[src/rtl/scan_decoder.sv]
// One-hot channel decoder with manual select and prescaled auto-scan.
// Output, Index and Tick are all registered and update on the same edge.
module scan_decoder #(
  parameter int SEL_W      = 2,
  parameter int DIV_W      = 16,
  parameter bit ACTIVE_LOW = 1'b0,
  localparam int OUT_N     = 2**SEL_W
) (
  input  logic             Clk,
  input  logic             Reset_n,
  input  logic             Enable,
  input  logic             Mode,
  input  logic [SEL_W-1:0] Select,
  input  logic [DIV_W-1:0] Divide,
  output logic [OUT_N-1:0] Output,
  output logic [SEL_W-1:0] Index,
  output logic             Tick
);

  localparam logic [SEL_W-1:0] SEL_ONE  = SEL_W'(1);
  localparam logic [DIV_W-1:0] DIV_ONE  = DIV_W'(1);
  localparam logic [OUT_N-1:0] OUT_IDLE = {OUT_N{ACTIVE_LOW}};

  logic [SEL_W-1:0] index_q, index_d;
  logic [DIV_W-1:0] presc_q, presc_d;
  logic             tick_q, tick_d;
  logic             mode_q, mode_d;
  logic [OUT_N-1:0] out_q, out_d;
  logic [OUT_N-1:0] onehot_s;

  // Next scan state; the prescaler only matches on equality, so a shrunk
  // Divide lets it run through all-ones and wrap before advancing.
  always_comb begin
    index_d = index_q;
    presc_d = presc_q;
    tick_d  = 1'b0;
    mode_d  = Mode;
    if (!Mode) begin
      index_d = Select;
      presc_d = '0;
    end else if (!mode_q) begin
      index_d = Select;
      presc_d = '0;
    end else if (Enable) begin
      if (presc_q == Divide) begin
        presc_d = '0;
        index_d = index_q + SEL_ONE;
        tick_d  = 1'b1;
      end else begin
        presc_d = presc_q + DIV_ONE;
      end
    end else begin
      presc_d = presc_q;
    end
  end

  // Port pattern is decoded from the next index so it always matches Index.
  always_comb begin
    onehot_s = '0;
    if (Enable) begin
      onehot_s[index_d] = 1'b1;
    end else begin
      onehot_s = '0;
    end
    out_d = onehot_s ^ OUT_IDLE;
  end

  // State and output registers.
  always_ff @(posedge Clk or negedge Reset_n) begin
    if (!Reset_n) begin
      index_q <= '0;
      presc_q <= '0;
      tick_q  <= 1'b0;
      mode_q  <= 1'b0;
      out_q   <= OUT_IDLE;
    end else begin
      index_q <= index_d;
      presc_q <= presc_d;
      tick_q  <= tick_d;
      mode_q  <= mode_d;
      out_q   <= out_d;
    end
  end

  assign Output = out_q;
  assign Index  = index_q;
  assign Tick   = tick_q;

endmodule

[config.mk]
export PLATFORM = sky130hd
export DESIGN_NAME = scan_decoder
export DESIGN_NICKNAME = d
export VERILOG_FILES = /design/src/rtl/scan_decoder.sv
export SDC_FILE = /design/constraint.sdc
export NUM_CORES = 1
export LEC_CHECK = 0
export CAP_MARGIN = 20
export CELL_PAD_IN_SITES_DETAIL_PLACEMENT = 1
export CELL_PAD_IN_SITES_GLOBAL_PLACEMENT = 2
export CORE_ASPECT_RATIO = 1.25
export CORE_MARGIN = 3
export CORE_UTILIZATION = 31
export CTS_CLUSTER_DIAMETER = 60
export DETAILED_ROUTE_END_ITERATION = 16
export PLACE_DENSITY_LB_ADDON = 0.05
export SKIP_LAST_GASP = 1
export SLEW_MARGIN = 20
export SYNTH_ARGS = -nofsm -noshare
export SYNTH_HDL_FRONTEND = slang
export SYNTH_SLANG_ARGS = --single-unit
export TNS_END_PERCENT = 30
[constraint.sdc]
create_clock -name Clk -period 2.2 [get_ports Clk]
set_input_delay 0.22 -clock Clk [delete_from_list [all_inputs] [get_ports Clk]]
set_output_delay 0.22 -clock Clk [all_outputs]
set_load 0.1 [all_outputs]
==> run metrics <==
Rows=26; Worst EP required=2.35 ns; DIE AREA=5350 um2; final hold violation count=0; RD Place Congestion=0.764; placed insts=228; Initial DRC Count=17; grt total ovfl=0; Critical Path End Type=flip-flop; Bufs and invs on worst path=1; cell taking the most area after synthesis=dfrtp_1; post-route cell area=1810 um2; DP Worst Slack=-0.0735 ns; Top Ports=29; max-slew violation count=0; Seq/Total Area, Yosys=43.0%; CTS Buf Count=3; DRT antenna net count=0; vias in the first global route=1,314; Crit Path Class=reg2reg; MaxCap Viol Count=0; Max Clock Skew=0.0105 ns; Critical-path top delay cell=dfrtp_1; CP Data Arrival Time=2.14 ns; drt drc=0; synth unique cells=34; Final Hold Slack=0.307 ns; DIE WIDTH=66 um; Worst-Margin Slew=0.428 ns; CP peak stage delay=0.44 ns; WL final=3770 um; CTS tree=built; HPWL Detailed=2880 um; die height=81 um; Syn Inst Count=142; initial antenna violation count=0; CTS root buf=clkbuf_8; first-pass GRT wire length=6340 um; CTS sink count=24; initial core utilization=33.2%; Nets=200; Synth warnings=0; GRT Total Usage=15.5%; drt first pass iters=2; worst path cell trace=xor2_1 > nor4_2 > nand4_1 > buf_4 > mux2_2 > nor4_1; placed instance area=1740 um2; Startpoint Class=flip-flop; IO buf count=28; Pwr per Cell Area=525 nW/um2; layout overhead on the synthesized area=29.4%; largest net degree at the start of global routing=25; Largest delay share family, worst path=simple AND/OR/NAND/NOR gates; syn_nets=165; Yosys reg bits=24; share of cells above drive strength 1=14.2%; fin crit share=90.4%; top cell type's share of synthesized area=43.0%; vias per cell=5.01; ranking of synthesized cells by area=dfrtp_1, xor2_1, nor2_1; crit-path max FO=12; Slew headroom=71.2%; CTS H-tree depth=1; fillcell total=492; fin cells=232; Max IR drop VDD=0.000295 V; # diodes=0; RSZ-0062 raised after global routing=false; Leakage Power=0.790 nW; routed vias=1,163; Bufs on Longest Clock Path=2; register clock-pin slew on the reported worst setup and hold paths=0.09 ns; Tmin final=1.99 ns; Final Power=948 uW; Fmax=503 MHz; mapped cell area=1400 um2; core area=4200 um2; outcome=finished clean; worst setup margin=0.211 ns; mean post-synth cell area=9.82 um2; DR WL/cell=16.2 um; count of final setup violators=0; Hold Crit Class=in2async; clk_lat worst skew=0.27 ns; post-CTS setup buffer count=0
==> path summary, 6_finish.rpt <==
check	from	to	slack (ns)	cells after the start
max	presc_q[9]	Output[3]	0.21	6
min	Reset_n	presc_q[6]	0.31	2
max reg2reg	presc_q[9]	Output[3]	0.21	6
min reg2reg	presc_q[15]	presc_q[15]	0.59	2
max in group asynchronous	Reset_n	presc_q[12]	1.63	2
min in group Clk	Mode	mode_q	0.46	1
==> through the flow <==
step | utilization (%) | setup TNS, ns
after detailed placement | 41.6 | -0.0735
final | 43.0 | 0
after floorplan | - | 0
after global routing | 43.0 | 0
after CTS | 42.9 | 0
after global placement | 41.6 | -0.0837
==> cells by family after synthesis <==
kind of cell / synth area share (%)
mux: 2.96
simple gates: 24.9
flops: 43.0
compound gates: 6.01
buf+inv: 3.41
xor+xnor: 18.7
fa+ha+maj: 0.897
==> power breakdown <==
group | total [mW] | switching (mW) | internal, mW
clock | 0.309 | 0.149 | 0.160
sequential | 0.457 | 0.00749 | 0.450
combinational | 0.181 | 0.113 | 0.0680
total | 0.948 | 0.270 | 0.678
==> cell usage in the layout (no fill, tap or decap), types with 2 or more instances in the layout <==
master	instances
o21ai_0	4
nor2_1	14
clkdlybuf4s50_1	21
mux2i_1	3
nand4_1	2
a21oi_1	4
dfrtp_1	24
nor4_2	4
nor3_1	6
xnor2_1	5
nand4b_1	2
and3_1	3
nand3_1	8
nor4_1	4
o31a_1	2
xor2_1	23
nand2_1	11
buf_4	14
o211a_1	2
inv_1	3
clkbuf_8	4
==> layout make-up <==
cell class | count | area, um2 | area share (%)
clock buffer | 4 | 55.1 | 3.05
inverter | 3 | 11.3 | 0.624
multi-input combinational | 110 | 753 | 41.7
sequential | 24 | 601 | 33.3
tap | 56 | 70.1 | 3.88
timing repair buffer | 35 | 315 | 17.5
==> layer usage <==
layer  global-route usage (%)  wire (um)
met1                     17.6       1470
met2                     29.4       2080
met3                     2.49        164
met4                     4.88         53
met5                        0          0
==> state kept, by name, summed over array words and instances (netlist names) <==
signal	count
presc_q	16
Output	4
Index	2
Tick	1
mode_q	1
==> synth_stat cells, drive strengths merged <==
library cell / n
nand2b: 1
nor2: 14
buf: 4
nand3: 8
or3: 1
clkbuf: 1
xnor2: 5
nand4b: 2
and3: 3
or2: 1
o21ai: 4
nor4: 8
a21oi: 4
nor4b: 1
nand3b: 1
and3b: 1
o211a: 2
nand2: 11
xor2: 24
mux2: 1
ha: 1
nor3: 6
nand4: 2
and2: 1
o31a: 2
a31oi: 1
and4: 1
inv: 3
dfrtp: 24
mux2i: 3
nor3b: 1
==> timing repair <==
action                                  4_1_cts  5_1_grt
hold buffers                                  0        0
gates resized for setup                       0        1
endpoints found under the setup margin        0        1
(Power assumes the default switching activity.)
